[src/rtl/trap_controller_if.sv]
// ---------------------------------------------------------------------------
// trap_if
//  Bundle of the signals between the CPU core and the machine-mode trap
//  sequencer: boundary/exception/interrupt inputs, current CSR values,
//  the shared CSR write port and the PC redirect.
//  master : CPU side (drives i_*, observes o_*)
//  slave  : trap_controller side (observes i_*, drives o_*)
// ---------------------------------------------------------------------------
interface trap_if #(
    parameter int XLEN   = 32,
    parameter int CSR_AW = 12
);
    logic              i_boundary;
    logic [XLEN-1:0]   i_pc;
    logic              i_exc_illegal;
    logic              i_exc_ebreak;
    logic              i_exc_ecall;
    logic              i_mret;
    logic              i_irq_msip;
    logic              i_irq_mtip;
    logic              i_irq_meip;
    logic [XLEN-1:0]   i_mstatus;
    logic [XLEN-1:0]   i_mie;
    logic [XLEN-1:0]   i_mtvec;
    logic [XLEN-1:0]   i_mepc;

    logic              o_trap_take;
    logic              o_trap_busy;
    logic              o_csr_load;
    logic [CSR_AW-1:0] o_csr_select;
    logic [XLEN-1:0]   o_csr_data;
    logic              o_jump_DV;
    logic [XLEN-1:0]   o_jump_address;
    logic              o_trap_done;

    modport master (
        output i_boundary, i_pc, i_exc_illegal, i_exc_ebreak, i_exc_ecall,
               i_mret, i_irq_msip, i_irq_mtip, i_irq_meip,
               i_mstatus, i_mie, i_mtvec, i_mepc,
        input  o_trap_take, o_trap_busy, o_csr_load, o_csr_select,
               o_csr_data, o_jump_DV, o_jump_address, o_trap_done
    );

    modport slave (
        input  i_boundary, i_pc, i_exc_illegal, i_exc_ebreak, i_exc_ecall,
               i_mret, i_irq_msip, i_irq_mtip, i_irq_meip,
               i_mstatus, i_mie, i_mtvec, i_mepc,
        output o_trap_take, o_trap_busy, o_csr_load, o_csr_select,
               o_csr_data, o_jump_DV, o_jump_address, o_trap_done
    );
endinterface

[src/rtl/trap_controller.sv]
// ---------------------------------------------------------------------------
// trap_controller
//  Machine-mode trap sequencer. At an instruction boundary it arbitrates
//  exceptions and enabled interrupts, then writes mstatus, mepc and mcause
//  one per cycle over the shared CSR write port and finally redirects the PC
//  to mtvec. MRET is sequenced as an mstatus restore followed by a jump to
//  mepc. The CPU is held (o_trap_busy) while a sequence is in flight.
//
//  Ports
//   i_clk, i_rst_n : clock (rising edge), asynchronous active-low reset
//   bus (slave)    : boundary/exception/interrupt inputs, CSR snapshots,
//                    CSR write port (o_csr_*), redirect (o_jump_*),
//                    o_trap_take (comb), o_trap_busy, o_trap_done
//
//  Build option
//   TRAP_VECTORED_EN : when defined, interrupts with mtvec[1:0]==01 jump to
//                      base + 4*cause; otherwise every trap jumps to base.
// ---------------------------------------------------------------------------
module trap_controller #(
    parameter int XLEN   = 32,
    parameter int CSR_AW = 12
) (
    input  logic   i_clk,
    input  logic   i_rst_n,
    trap_if.slave  bus
);
    localparam logic [CSR_AW-1:0] CSR_MSTATUS = CSR_AW'(12'h300);
    localparam logic [CSR_AW-1:0] CSR_MEPC    = CSR_AW'(12'h341);
    localparam logic [CSR_AW-1:0] CSR_MCAUSE  = CSR_AW'(12'h342);
    localparam int MIE_BIT  = 3;
    localparam int MPIE_BIT = 7;

    typedef enum logic [2:0] {
        IDLE, W_MSTATUS, W_MEPC, W_MCAUSE, R_MSTATUS, JUMP
    } state_t;

    state_t          state;
    logic [XLEN-1:0] pc_q;
    logic [XLEN-1:0] cause_q;
    logic [XLEN-1:0] target_q;

    logic            irq_mei, irq_msi, irq_mti, irq_any, exc_any;
    logic            is_irq;
    logic [3:0]      cause_code;
    logic [XLEN-1:0] mcause_val, trap_mstatus, mret_mstatus, base, trap_target;
    logic            take_trap, take_mret;
    logic            unused_bits;

    always_comb begin
        irq_mei = bus.i_mstatus[MIE_BIT] & bus.i_mie[11] & bus.i_irq_meip;
        irq_msi = bus.i_mstatus[MIE_BIT] & bus.i_mie[3]  & bus.i_irq_msip;
        irq_mti = bus.i_mstatus[MIE_BIT] & bus.i_mie[7]  & bus.i_irq_mtip;
        irq_any = irq_mei | irq_msi | irq_mti;
        exc_any = bus.i_exc_illegal | bus.i_exc_ebreak | bus.i_exc_ecall;

        is_irq     = 1'b0;
        cause_code = 4'd0;
        if (bus.i_exc_illegal)     cause_code = 4'd2;
        else if (bus.i_exc_ebreak) cause_code = 4'd3;
        else if (bus.i_exc_ecall)  cause_code = 4'd11;
        else if (irq_mei) begin is_irq = 1'b1; cause_code = 4'd11; end
        else if (irq_msi) begin is_irq = 1'b1; cause_code = 4'd3;  end
        else if (irq_mti) begin is_irq = 1'b1; cause_code = 4'd7;  end
        mcause_val = {is_irq, {(XLEN-5){1'b0}}, cause_code};

        // Trap entry: stash MIE into MPIE, disable interrupts, stay in M-mode.
        trap_mstatus           = bus.i_mstatus;
        trap_mstatus[MPIE_BIT] = bus.i_mstatus[MIE_BIT];
        trap_mstatus[MIE_BIT]  = 1'b0;
        trap_mstatus[12:11]    = 2'b11;

        // MRET: restore MIE from MPIE, MPIE set, MPP stays M (M-only core).
        mret_mstatus           = bus.i_mstatus;
        mret_mstatus[MIE_BIT]  = bus.i_mstatus[MPIE_BIT];
        mret_mstatus[MPIE_BIT] = 1'b1;
        mret_mstatus[12:11]    = 2'b11;

        base = {bus.i_mtvec[XLEN-1:2], 2'b00};
`ifdef TRAP_VECTORED_EN
        if (is_irq && bus.i_mtvec[1:0] == 2'b01)
            trap_target = base + {{(XLEN-6){1'b0}}, cause_code, 2'b00};
        else
            trap_target = base;
`else
        trap_target = base;
`endif
    end

    // Exceptions beat MRET; MRET beats interrupts (they are re-evaluated at
    // the next boundary once MRET has restored mstatus).
    assign take_trap = (state == IDLE) & bus.i_boundary & (exc_any | (~bus.i_mret & irq_any));
    assign take_mret = (state == IDLE) & bus.i_boundary & ~exc_any & bus.i_mret;

    assign bus.o_trap_take = take_trap | take_mret;
    assign bus.o_trap_busy = (state != IDLE);

`ifdef TRAP_VECTORED_EN
    assign unused_bits = ^{bus.i_pc[1:0], bus.i_mie[31:12], bus.i_mie[10:8],
                           bus.i_mie[6:4], bus.i_mie[2:0]};
`else
    assign unused_bits = ^{bus.i_pc[1:0], bus.i_mie[31:12], bus.i_mie[10:8],
                           bus.i_mie[6:4], bus.i_mie[2:0], bus.i_mtvec[1:0]};
`endif

    // Each state's outputs are registered on entry, so the state name tells
    // what is on the CSR port / redirect during that cycle.
    always_ff @(posedge i_clk or negedge i_rst_n) begin
        if (!i_rst_n) begin
            state              <= IDLE;
            pc_q               <= '0;
            cause_q            <= '0;
            target_q           <= '0;
            bus.o_csr_load     <= 1'b0;
            bus.o_csr_select   <= '0;
            bus.o_csr_data     <= '0;
            bus.o_jump_DV      <= 1'b0;
            bus.o_jump_address <= '0;
            bus.o_trap_done    <= 1'b0;
        end else begin
            bus.o_csr_load     <= 1'b0;
            bus.o_csr_select   <= '0;
            bus.o_csr_data     <= '0;
            bus.o_jump_DV      <= 1'b0;
            bus.o_jump_address <= '0;
            bus.o_trap_done    <= 1'b0;
            case (state)
                IDLE: begin
                    if (take_trap) begin
                        state            <= W_MSTATUS;
                        pc_q             <= {bus.i_pc[XLEN-1:2], 2'b00};
                        cause_q          <= mcause_val;
                        target_q         <= trap_target;
                        bus.o_csr_load   <= 1'b1;
                        bus.o_csr_select <= CSR_MSTATUS;
                        bus.o_csr_data   <= trap_mstatus;
                    end else if (take_mret) begin
                        state            <= R_MSTATUS;
                        target_q         <= bus.i_mepc;
                        bus.o_csr_load   <= 1'b1;
                        bus.o_csr_select <= CSR_MSTATUS;
                        bus.o_csr_data   <= mret_mstatus;
                    end
                end
                W_MSTATUS: begin
                    state            <= W_MEPC;
                    bus.o_csr_load   <= 1'b1;
                    bus.o_csr_select <= CSR_MEPC;
                    bus.o_csr_data   <= pc_q;
                end
                W_MEPC: begin
                    state            <= W_MCAUSE;
                    bus.o_csr_load   <= 1'b1;
                    bus.o_csr_select <= CSR_MCAUSE;
                    bus.o_csr_data   <= cause_q;
                end
                W_MCAUSE, R_MSTATUS: begin
                    state              <= JUMP;
                    bus.o_jump_DV      <= 1'b1;
                    bus.o_trap_done    <= 1'b1;
                    bus.o_jump_address <= target_q;
                end
                JUMP:    state <= IDLE;
                default: state <= IDLE;
            endcase
        end
    end
endmodule

[src/flat_wrapper.sv]
// flat-port wrapper written by rule: the top's interface ports become plain ports
module trap_controller_flat 
#(
    parameter int XLEN   = 32,
    parameter int CSR_AW = 12
)
  (i_clk, i_rst_n, bus_i_boundary, bus_i_pc, bus_i_exc_illegal, bus_i_exc_ebreak, bus_i_exc_ecall, bus_i_mret, bus_i_irq_msip, bus_i_irq_mtip, bus_i_irq_meip, bus_i_mstatus, bus_i_mie, bus_i_mtvec, bus_i_mepc, bus_o_trap_take, bus_o_trap_busy, bus_o_csr_load, bus_o_csr_select, bus_o_csr_data, bus_o_jump_DV, bus_o_jump_address, bus_o_trap_done);
  trap_if #(.XLEN(XLEN), .CSR_AW(CSR_AW)) bus_i ();
  input  logic i_clk;
  input  logic i_rst_n;
  input wire logic [$bits(bus_i.i_boundary)-1:0] bus_i_boundary;
  input wire logic [$bits(bus_i.i_pc)-1:0] bus_i_pc;
  input wire logic [$bits(bus_i.i_exc_illegal)-1:0] bus_i_exc_illegal;
  input wire logic [$bits(bus_i.i_exc_ebreak)-1:0] bus_i_exc_ebreak;
  input wire logic [$bits(bus_i.i_exc_ecall)-1:0] bus_i_exc_ecall;
  input wire logic [$bits(bus_i.i_mret)-1:0] bus_i_mret;
  input wire logic [$bits(bus_i.i_irq_msip)-1:0] bus_i_irq_msip;
  input wire logic [$bits(bus_i.i_irq_mtip)-1:0] bus_i_irq_mtip;
  input wire logic [$bits(bus_i.i_irq_meip)-1:0] bus_i_irq_meip;
  input wire logic [$bits(bus_i.i_mstatus)-1:0] bus_i_mstatus;
  input wire logic [$bits(bus_i.i_mie)-1:0] bus_i_mie;
  input wire logic [$bits(bus_i.i_mtvec)-1:0] bus_i_mtvec;
  input wire logic [$bits(bus_i.i_mepc)-1:0] bus_i_mepc;
  output wire logic [$bits(bus_i.o_trap_take)-1:0] bus_o_trap_take;
  output wire logic [$bits(bus_i.o_trap_busy)-1:0] bus_o_trap_busy;
  output wire logic [$bits(bus_i.o_csr_load)-1:0] bus_o_csr_load;
  output wire logic [$bits(bus_i.o_csr_select)-1:0] bus_o_csr_select;
  output wire logic [$bits(bus_i.o_csr_data)-1:0] bus_o_csr_data;
  output wire logic [$bits(bus_i.o_jump_DV)-1:0] bus_o_jump_DV;
  output wire logic [$bits(bus_i.o_jump_address)-1:0] bus_o_jump_address;
  output wire logic [$bits(bus_i.o_trap_done)-1:0] bus_o_trap_done;
  assign bus_i.i_boundary = bus_i_boundary;
  assign bus_i.i_pc = bus_i_pc;
  assign bus_i.i_exc_illegal = bus_i_exc_illegal;
  assign bus_i.i_exc_ebreak = bus_i_exc_ebreak;
  assign bus_i.i_exc_ecall = bus_i_exc_ecall;
  assign bus_i.i_mret = bus_i_mret;
  assign bus_i.i_irq_msip = bus_i_irq_msip;
  assign bus_i.i_irq_mtip = bus_i_irq_mtip;
  assign bus_i.i_irq_meip = bus_i_irq_meip;
  assign bus_i.i_mstatus = bus_i_mstatus;
  assign bus_i.i_mie = bus_i_mie;
  assign bus_i.i_mtvec = bus_i_mtvec;
  assign bus_i.i_mepc = bus_i_mepc;
  assign bus_o_trap_take = bus_i.o_trap_take;
  assign bus_o_trap_busy = bus_i.o_trap_busy;
  assign bus_o_csr_load = bus_i.o_csr_load;
  assign bus_o_csr_select = bus_i.o_csr_select;
  assign bus_o_csr_data = bus_i.o_csr_data;
  assign bus_o_jump_DV = bus_i.o_jump_DV;
  assign bus_o_jump_address = bus_i.o_jump_address;
  assign bus_o_trap_done = bus_i.o_trap_done;
  trap_controller #(.XLEN(XLEN), .CSR_AW(CSR_AW)) u_core (.i_clk(i_clk), .i_rst_n(i_rst_n), .bus(bus_i));
endmodule
[config.mk]
export PLATFORM = sky130hd
export DESIGN_NAME = trap_controller_flat
export DESIGN_NICKNAME = d
export VERILOG_FILES = /design/src/rtl/trap_controller_if.sv /design/src/rtl/trap_controller.sv /design/src/flat_wrapper.sv
export SDC_FILE = /design/constraint.sdc
export NUM_CORES = 1
export LEC_CHECK = 0
export BUFFER_PORTS_ARGS = -buffer_cell sky130_fd_sc_hd__buf_4
export CAP_MARGIN = 20
export CORE_ASPECT_RATIO = 0.5
export CORE_MARGIN = 2
export CORE_UTILIZATION = 40
export DETAILED_ROUTE_END_ITERATION = 10
export PLACE_DENSITY = 0.7
export SLEW_MARGIN = 20
export SYNTH_ARGS = -nofsm -noshare
export SYNTH_HDL_FRONTEND = slang
export SYNTH_SLANG_ARGS = --single-unit
[constraint.sdc]
create_clock -name i_clk -period 3.1 [get_ports i_clk]
set_input_delay 0.465 -clock i_clk [delete_from_list [all_inputs] [get_ports i_clk]]
set_output_delay 0.465 -clock i_clk [all_outputs]
set_load 0.05 [all_outputs]
Yosys cells after proc, flatten, opt, wreduce, memory -nomap -nowiden
Cells that the tools add are included.
W data, S select, Z words.
- register bits: 148
- output and inout bits: 81
- logic and storage cells: 68
- equal/unequal tests: 5
- mux-type cells: 28
- bitwise operators: 19
- reduce and logical (&&, ||, !) cells: 7
- operator list (cell ; number):
    $mux W32 ; 5
    $pmux W32 S3 ; 1
    $pmux W12 S3 ; 1
    $mux W4 ; 5
    $mux W12 ; 1
    $pmux W3 S4 ; 1
    $and A1 B1 Y1 ; 11
    $mux W10 ; 1
    $mux W1 ; 9
    $mux W3 ; 3
    $eq A3 B2 Y1 const B ; 2
    $or A1 B1 Y1 ; 6
    $reduce_and A2 Y1 ; 2
    $reduce_or A2 Y1 ; 2
    $eq A3 B1 Y1 const B ; 1
    $eq A3 B3 Y1 const B ; 1
    $logic_not A3 Y1 ; 1
    $ne A3 B1 Y1 const B ; 1
    $reduce_bool A3 Y1 ; 1
    $not A1 Y1 ; 2
    $pmux W1 S2 ; 1
    $reduce_bool A2 Y1 ; 1

Depth between registers and ports, before layout
Gate-level depths: netlist (run 1).
- word-level depth: 9
- depth in mapped cells: 7
- gate-level depth less buffers: 4

Least setup slack after synthesis (run 1)
Ideal clock, no wire load.
- path type: register to output
- start: reg u_core.state[2]
- end: out bus_o_trap_take
- arrival: 1.560 ns
- required time: 2.635 ns
- slack: 1.075 ns
- cell stages (with the launch flop): 7
- path through: dfrtp_1 clkbuf_1 nor3_1 nand2_1 buf_2 nor2_2 buf_2
- cells in the longest elaborated chain, start to end: 5
- elaborated cells on any way between the ends: 6
- those cells by class: bitwise (5); reduce/logical (1)
- ends and longest elaborated chain (item ; RTL line ; text):
    from (decl) ; trap_controller.sv:37 ; state_t state;
    from (signal assigned) ; trap_controller.sv:109 ; state <= IDLE;
    from (signal assigned) ; trap_controller.sv:129 ; state <= W_MSTATUS;
    from (signal assigned) ; trap_controller.sv:137 ; state <= R_MSTATUS;
    $logic_not A3 Y1 (*) ; trap_controller.sv:91, trap_controller.sv:92 ;
    $and A1 B1 Y1 (*) ; trap_controller.sv:91, trap_controller.sv:92 ;
    $and A1 B1 Y1 (2 in series) ; trap_controller.sv:92 ; assign take_mret = (state == IDLE) & bus.i_boundary & ~exc_any & bus.i_mret;
    $or A1 B1 Y1 (*) ; trap_controller.sv:94 ; assign bus.o_trap_take = take_trap | take_mret;
    to (decl) ; flat_wrapper.sv:24 ; output wire logic [$bits(bus_i.o_trap_take)-1:0] bus_o_trap_take;
Mark *: on every way between the ends. The rest lies on a longest branch, timed or not.

Worst setup path after layout (run 1)
Ends and elaborated chain as after synthesis.

==> results.txt, run 1 <==
- TritonCTS clock tree: built
- After clock tree synthesis, the clock-pin slew on the worst setup and hold paths is 0.06 ns.
- Starting utilization of the core area: 0.407
* Final global-route overflow total: 0
- The congestion estimate from routability-driven global placement came to 0.810.
- Combined area of all synthesized cells: 5480 sq um
- The die is 86.8 um tall.
- Critical Path RT: 2.63 ns
- The floorplan step defined a die boundary enclosing 14700 sq um.
* Min-delay worst type: in -> async
* CTS Buffer Depth: 2
- Final worst path period need: 2.84 ns
- Post-synth top area share: 0.635
* Area used by multi-input combinational logic: 1790 sq um
* RSZ-0062 raised after global routing: false
- In the global route stage, overall resource usage came out at 0.199.
* DRT antenna net count: 0
* Clock sink count: 139
- # nets final: 789
- Total via count after detailed routing: 4191
- Timing would allow up to 352 MHz.
- Via count of the first global-routing pass: 4261
* Worst slew slack as a fraction of its limit: 0.315
- Of the available clock period, the critical path in the final layout requires 0.917.
- Averaged over all synthesized cells, the footprint is 13.1 sq um.
- Cell accounting for the most synthesized area: sky130_fd_sc_hd__dfrtp_1
- Final antenna diode count: 0
- CTS hold repair buffers: 0
* Primary FF master, synth: sky130_fd_sc_hd__dfrtp_1
- First-pass GRT wire length: 22.4 mm
- Number of antenna violations at the first check in global routing: 0
- The worst-case IR drop observed on VDD is 0.000536 V.
- DP Cell Count: 776
- Leakage power total: 3.77 nW
- Area of the core: 13500 sq um
* Most frequent cells in the layout: sky130_fd_sc_hd__buf_4 (217), sky130_fd_sc_hd__dfrtp_1 (139), sky130_fd_sc_hd__o21ai_0 (33)
- Kind of critical path: reg -> out
- Most common library cell in the layout ignoring fill and taps: sky130_fd_sc_hd__buf_4
- Worst-Margin Slew: 1.02 ns
- Synth top area cells: sky130_fd_sc_hd__dfrtp_1 (63%), sky130_fd_sc_hd__mux2_2 (6.0%), sky130_fd_sc_hd__a2bb2oi_1 (4.8%), sky130_fd_sc_hd__a22o_1 (4.6%), sky130_fd_sc_hd__a211oi_1 (4.1%)
- In this run the post-CTS setup repair buffer count came out at 0.
- Floorplan row count: 30
- Entering global routing, the biggest net connects 81 pins.
* DRC viols: 0
- CTS built an H-tree with a depth of 4.
- Counting flops with a built-in enable in the synthesized netlist gives 0.
- Per-cell via count in the routed design: 5.19
* Register area share after synthesis: 0.635
- Endpoints failing setup: 0
- After synthesis, the netlist uses 39 different library cells.
- Post-route clock skew: 0.00760 ns
* Critical Path AT: 2.38 ns
- Fillcell total: 1115
* Result of the run: finished clean
* Buffers on Ports: 208
- Width of the die: 170 um
- Post-CTS repair changed the size of 0 cells.
- Power spread over the standard cell area amounts to 1150 nW/um^2.
- The worst setup path is launched from a register.
- Total Neg Setup Slack: 0 ns
- Across the run, the number of max-cap violations was 0.
* Total clock buffers created by CTS: 17
- Clock Root Buffer: sky130_fd_sc_hd__clkbuf_16
- Pin placement for this block handled 251 I/O pins.
- Synth warnings: 0
* Number of storage elements in the synthesis netlist: 139
* Clock insertion delay at the later pin of the skew report: 0.41 ns
- Dpl hpwl: 9.40 mm
- Dividing the detail-routed wire length by the instance count gives 17.6 um.
* Highest net fanout along the worst path: 36
* Total Wirelength: 14.2 mm
- Compared with the post-synthesis result, the final layout area differs by 42.0%.
* Post-synthesis cell count: 417
- Excluding fillers, the count of instances in the completed layout stands at 808.
- Initial drt markers: 298
* Hold Fails Final Rpt: 0
- Sequential Area: 3480 sq um
- Share of flip-flops with an asynchronous set or reset after synthesis: 1.00
- Critical path endpoint category: output pin
- For this run, the detailed router's first-pass iteration total came to 4.
- The count of pins over their slew limit was 0.
* Share of cells above drive strength 1: 0.456
## cells in the mapped netlist, types with 2 or more instances
| master | count |
|---|---|
| sky130_fd_sc_hd__dfrtp_1 | 139 |
| sky130_fd_sc_hd__inv_1 | 6 |
| sky130_fd_sc_hd__a21o_1 | 4 |
| sky130_fd_sc_hd__nand2_1 | 4 |
| sky130_fd_sc_hd__mux2_1 | 2 |
| sky130_fd_sc_hd__buf_2 | 11 |
| sky130_fd_sc_hd__o21ai_0 | 33 |
| sky130_fd_sc_hd__buf_4 | 10 |
| sky130_fd_sc_hd__o22ai_1 | 2 |
| sky130_fd_sc_hd__nand2b_1 | 4 |
| sky130_fd_sc_hd__a22o_1 | 29 |
| sky130_fd_sc_hd__clkbuf_1 | 18 |
| sky130_fd_sc_hd__a211oi_1 | 30 |
| sky130_fd_sc_hd__nor3_1 | 4 |
| sky130_fd_sc_hd__mux2_2 | 29 |
| sky130_fd_sc_hd__nor2_2 | 2 |
| sky130_fd_sc_hd__or2_2 | 3 |
| sky130_fd_sc_hd__nor3b_1 | 3 |
| sky130_fd_sc_hd__and2_1 | 32 |
| sky130_fd_sc_hd__buf_6 | 3 |
| sky130_fd_sc_hd__a2bb2oi_1 | 30 |
| sky130_fd_sc_hd__nand3_1 | 2 |
## path summary, 6_finish.rpt
kind,to,slack [ns],start,depth (start not counted)
max,bus_o_trap_take,0.26,u_core.state[2],4
min,u_core.pc_q[12],0.09,i_rst_n,1
max reg2reg,u_core.target_q[21],0.70,u_core.state[2],5
min reg2reg,u_core.bus.o_csr_data[11],0.47,u_core.pc_q[11],1
max in group asynchronous,u_core.pc_q[8],2.25,i_rst_n,2
min in group i_clk,u_core.cause_q[0],0.26,bus_i_exc_illegal,2
## metal layers
metal / vias up / global-route usage / routed length (um)
li1: 1919 / - / -
met1: 2135 / 0.247 / 6090
met2: 113 / 0.347 / 7270
met3: 24 / 0.0438 / 494
met4: 0 / 0.0746 / 339
met5: - / 0 / 0
## registers in the layout, summed over array words and instances, names as in the netlist
signal / flops
u_core.bus.o_csr_data: 32
u_core.bus.o_csr_select: 4
u_core.bus.o_jump_DV: 1
u_core.bus.o_jump_address: 32
u_core.cause_q: 5
u_core.pc_q: 30
u_core.state: 3
u_core.target_q: 32
## per-stage QoR
step                      setup slack (ns)  utilization  instance area (sq um)  hold slack [ns]  power (W)
final                                0.257        0.577                   7780           0.0903    0.00894
after global routing                0.0977        0.577                   7780            0.150    0.00937
after floorplan                       1.08            -                   5500            0.169    0.00571
after detailed placement             0.498        0.532                   7170            0.456    0.00692
after CTS                            0.227        0.577                   7780            0.129    0.00902
after global placement               0.497        0.532                   7170            0.452    0.00682
## worst max-delay path, stage by stage, from the launching register on
cell,delay (ns)
sky130_fd_sc_hd__dfrtp_1,0.46
sky130_fd_sc_hd__nor3_1,0.31
sky130_fd_sc_hd__nand2_2,0.12
sky130_fd_sc_hd__nor2_4,0.74
sky130_fd_sc_hd__buf_4,0.34
## layout make-up
type / count / area share
clock buffer: 19 / 0.0569
clock inverter: 13 / 0.0214
inverter: 6 / 0.00289
multi-input combinational: 236 / 0.230
sequential: 139 / 0.447
tap: 176 / 0.0283
timing repair buffer: 219 / 0.213
## power by group
group | total [W] | internal, W | leakage, nW | switching, W
clock | 0.00208 | 0.00129 | 0.290 | 0.000783
combinational | 0.00388 | 0.00141 | 1.77 | 0.00247
sequential | 0.00299 | 0.00263 | 1.71 | 0.000353
## cells by family after synthesis
logic type,share of synthesized area
AO/OA/AOI/OAI,0.190
other,0.000684
buffers and inverters,0.0464
multiplexers,0.0637
flip-flops,0.635
AND/OR/NAND/NOR,0.0639
Note: power is estimated with default switching activity, not from simulation.
==> run 2, diff against run 1 <==
- CTS_CLUSTER_DIAMETER: not set -> 50
- PLACE_DENSITY: 0.7 -> 0.77
==> results.txt, run 2 (synthesized netlist as in run 1, its figures left out) <==
- Min-delay worst type: in -> async (unchanged)
- Post-route clock skew: 0.0105 ns (was 0.00760 ns)
- Initial drt markers: 242 (was 298)
* Count of max-cap constraint violations: 0 (unchanged)
- The final routed wire length divided by cell count was 17.3 um (was 17.6 um).
- The count of nets left with antenna violations after detail routing is 0 (unchanged).
* TritonCTS clock tree: built (unchanged)
* Maximum number of pins on one net before global-route repair: 85 (was 81)
- Total clock buffers created by CTS: 17 (unchanged)
- The placer congestion estimate came to 0.773 (was 0.810).
* Area growth syn-to-layout: 42.8% (was 42.0%)
- Worst vdd rail ir drop: 0.000422 V (was 0.000536 V)
- Floorplan row count: 30 (unchanged)
- The most common library cell in the layout ignoring fill and taps was sky130_fd_sc_hd__buf_4 (unchanged).
- Dpl hpwl: 9.18 mm (was 9.40 mm)
- # nets final: 790 (was 789)
- Final Cycle Share: 0.871 (was 0.917)
- The count of buffers from port buffering came to 208 (unchanged).
- The number of failing setup endpoints in the final timing report was 0 (unchanged).
- The die height was 86.8 um (unchanged).
- The count of pins over their slew limit was 0 (unchanged).
- The worst reg2reg path depth came to 6 (was 5).
- The data required time of the critical path was 2.63 ns (about the same).
- Worst-Margin Slew: 0.964 ns (was 1.02 ns)
* Result of the run: finished clean (unchanged)
* Share of cells above drive strength 1: 0.458 (was 0.456)
- The maximum buffer depth of the clock tree came to 2 (unchanged).
- The final global-route overflow total was 0 (unchanged).
- Critical path endpoint category: output pin (unchanged)
- Kind of critical path: reg -> out (unchanged)
* CTS clock-pin slew for the worst setup and hold paths: 0.06 ns (about the same)
- The final count of hold timing violations is 0 (unchanged).
- The overall die width was 170 um (unchanged).
- The largest fanout of any net on the critical path was 20 (was 36).
- Worst slew slack as a fraction of its limit: 0.357 (was 0.315)
- Post-placement setup slack: 0.425 ns (was 0.498 ns)
* Final worst path period need: 2.70 ns (was 2.84 ns)
- The number of antenna violations at the first check in global routing was 0 (unchanged).
- The total routing usage reported by global routing is 0.190 (was 0.199).
* Critical Path AT: 2.24 ns (was 2.38 ns)
- The master cell of the clock root buffer is sky130_fd_sc_hd__clkbuf_16 (unchanged).
- Total Neg Setup Slack: 0 ns (unchanged)
* Most frequent cells in the layout: sky130_fd_sc_hd__buf_4 (216), sky130_fd_sc_hd__dfrtp_1 (139), sky130_fd_sc_hd__o21ai_0 (33) (was sky130_fd_sc_hd__buf_4 (217), sky130_fd_sc_hd__dfrtp_1 (139), sky130_fd_sc_hd__o21ai_0 (33))
* Clock sink count: 139 (unchanged)
- The worst-skew pair later-pin latency is 0.40 ns (was 0.41 ns).
- The global-route wire length before repair is 21.5 mm (was 22.4 mm).
- Total Die Area: 14700 sq um (unchanged)
- The via count of the first global-routing pass was 4097 (was 4261).
* RSZ-0062 raised after global routing: false (unchanged)
- The detail-routed via count per cell is 5.07 (was 5.19).
* Starting utilization of the core area: 0.407 (unchanged)
- The total I/O pin count was 251 (unchanged).
- Leakage power total: 3.80 nW (was 3.77 nW)
* Startpoint kind of the worst setup timing path: register (unchanged)
- The power density over the cells was 1160 nW/um^2 (was 1150 nW/um^2).
- Area of the core: 13500 sq um (unchanged)
* H-Tree Depth: 4 (unchanged)
- Top flop regs: u_core.bus.o_csr_data (32), u_core.bus.o_jump_address (32), u_core.target_q (32) (unchanged)
* Worst Setup Slack, final: 0.399 ns (was 0.257 ns)
- Total via count after detailed routing: 4101 (was 4191)
* Total Wirelength: 14.0 mm (was 14.2 mm)
- The number of remaining DRC errors is 0 (unchanged).
- The maximum clock frequency is 370 MHz (was 352 MHz).
- Final antenna diode count: 0 (unchanged)
- Detailed-router iteration count before antenna repair: 4 (unchanged)
-- run 2: final timing paths --
kind	to	start	slack [ns]
max	bus_o_trap_take	u_core.state[2]	0.40
min	u_core.target_q[5]	i_rst_n	0.09
max reg2reg	u_core.pc_q[31]	u_core.state[2]	0.54
min reg2reg	u_core.bus.o_csr_data[11]	u_core.pc_q[11]	0.47
max in group asynchronous	u_core.bus.o_jump_address[14]	i_rst_n	2.23
min in group i_clk	u_core.cause_q[3]	bus_i_exc_ebreak	0.26
-- run 2: power by group --
part	internal [W]	switching [W]
clock	0.00137	0.000787
combinational	0.00143	0.00247
sequential	0.00263	0.000356
total	0.00544	0.00361
-- run 2: what timing repair did --
action	in CTS	in global routing
buffers inserted	0	0
hold buffers	0	0
gates resized for setup	0	0
endpoints found under the setup margin	0	1
-- run 2: worst max-delay path, cell delays in order, from the launching register on --
cell                      delay (ns)
sky130_fd_sc_hd__dfrtp_1        0.46
sky130_fd_sc_hd__nor3_1         0.35
sky130_fd_sc_hd__nand2_2        0.16
sky130_fd_sc_hd__nor2_4         0.53
sky130_fd_sc_hd__buf_4          0.32
-- run 2: cell type report --
cell class                 count  area [sq um]
fill                        1087          5650
sequential                   139          3480
multi-input combinational    237          1800
timing repair buffer         219          1670
clock buffer                  18           439
tap                          176           220
clock inverter                14           194
inverter                       6          22.5
-- run 2: through the flow --
step                      instance area (sq um)  std cells  total power (W)  hold slack [ns]  utilization
after global routing                       7820        809          0.00948            0.154        0.581
after detailed placement                   7180        776          0.00693            0.460        0.533
final                                      7820        809          0.00905           0.0858        0.581
after floorplan                            5500        423          0.00571            0.169            -
after CTS                                  7820        808          0.00912            0.135        0.580
after global placement                     7180        776          0.00684            0.453        0.533
-- run 2: routing by layer --
layer | global-route usage | vias up | wire, um
met2 | 0.327 | 116 | 7370
met1 | 0.237 | 2046 | 5790
li1 | - | 1923 | -
met4 | 0.0591 | 0 | 219
met3 | 0.0498 | 16 | 581
met5 | 0 | - | 0
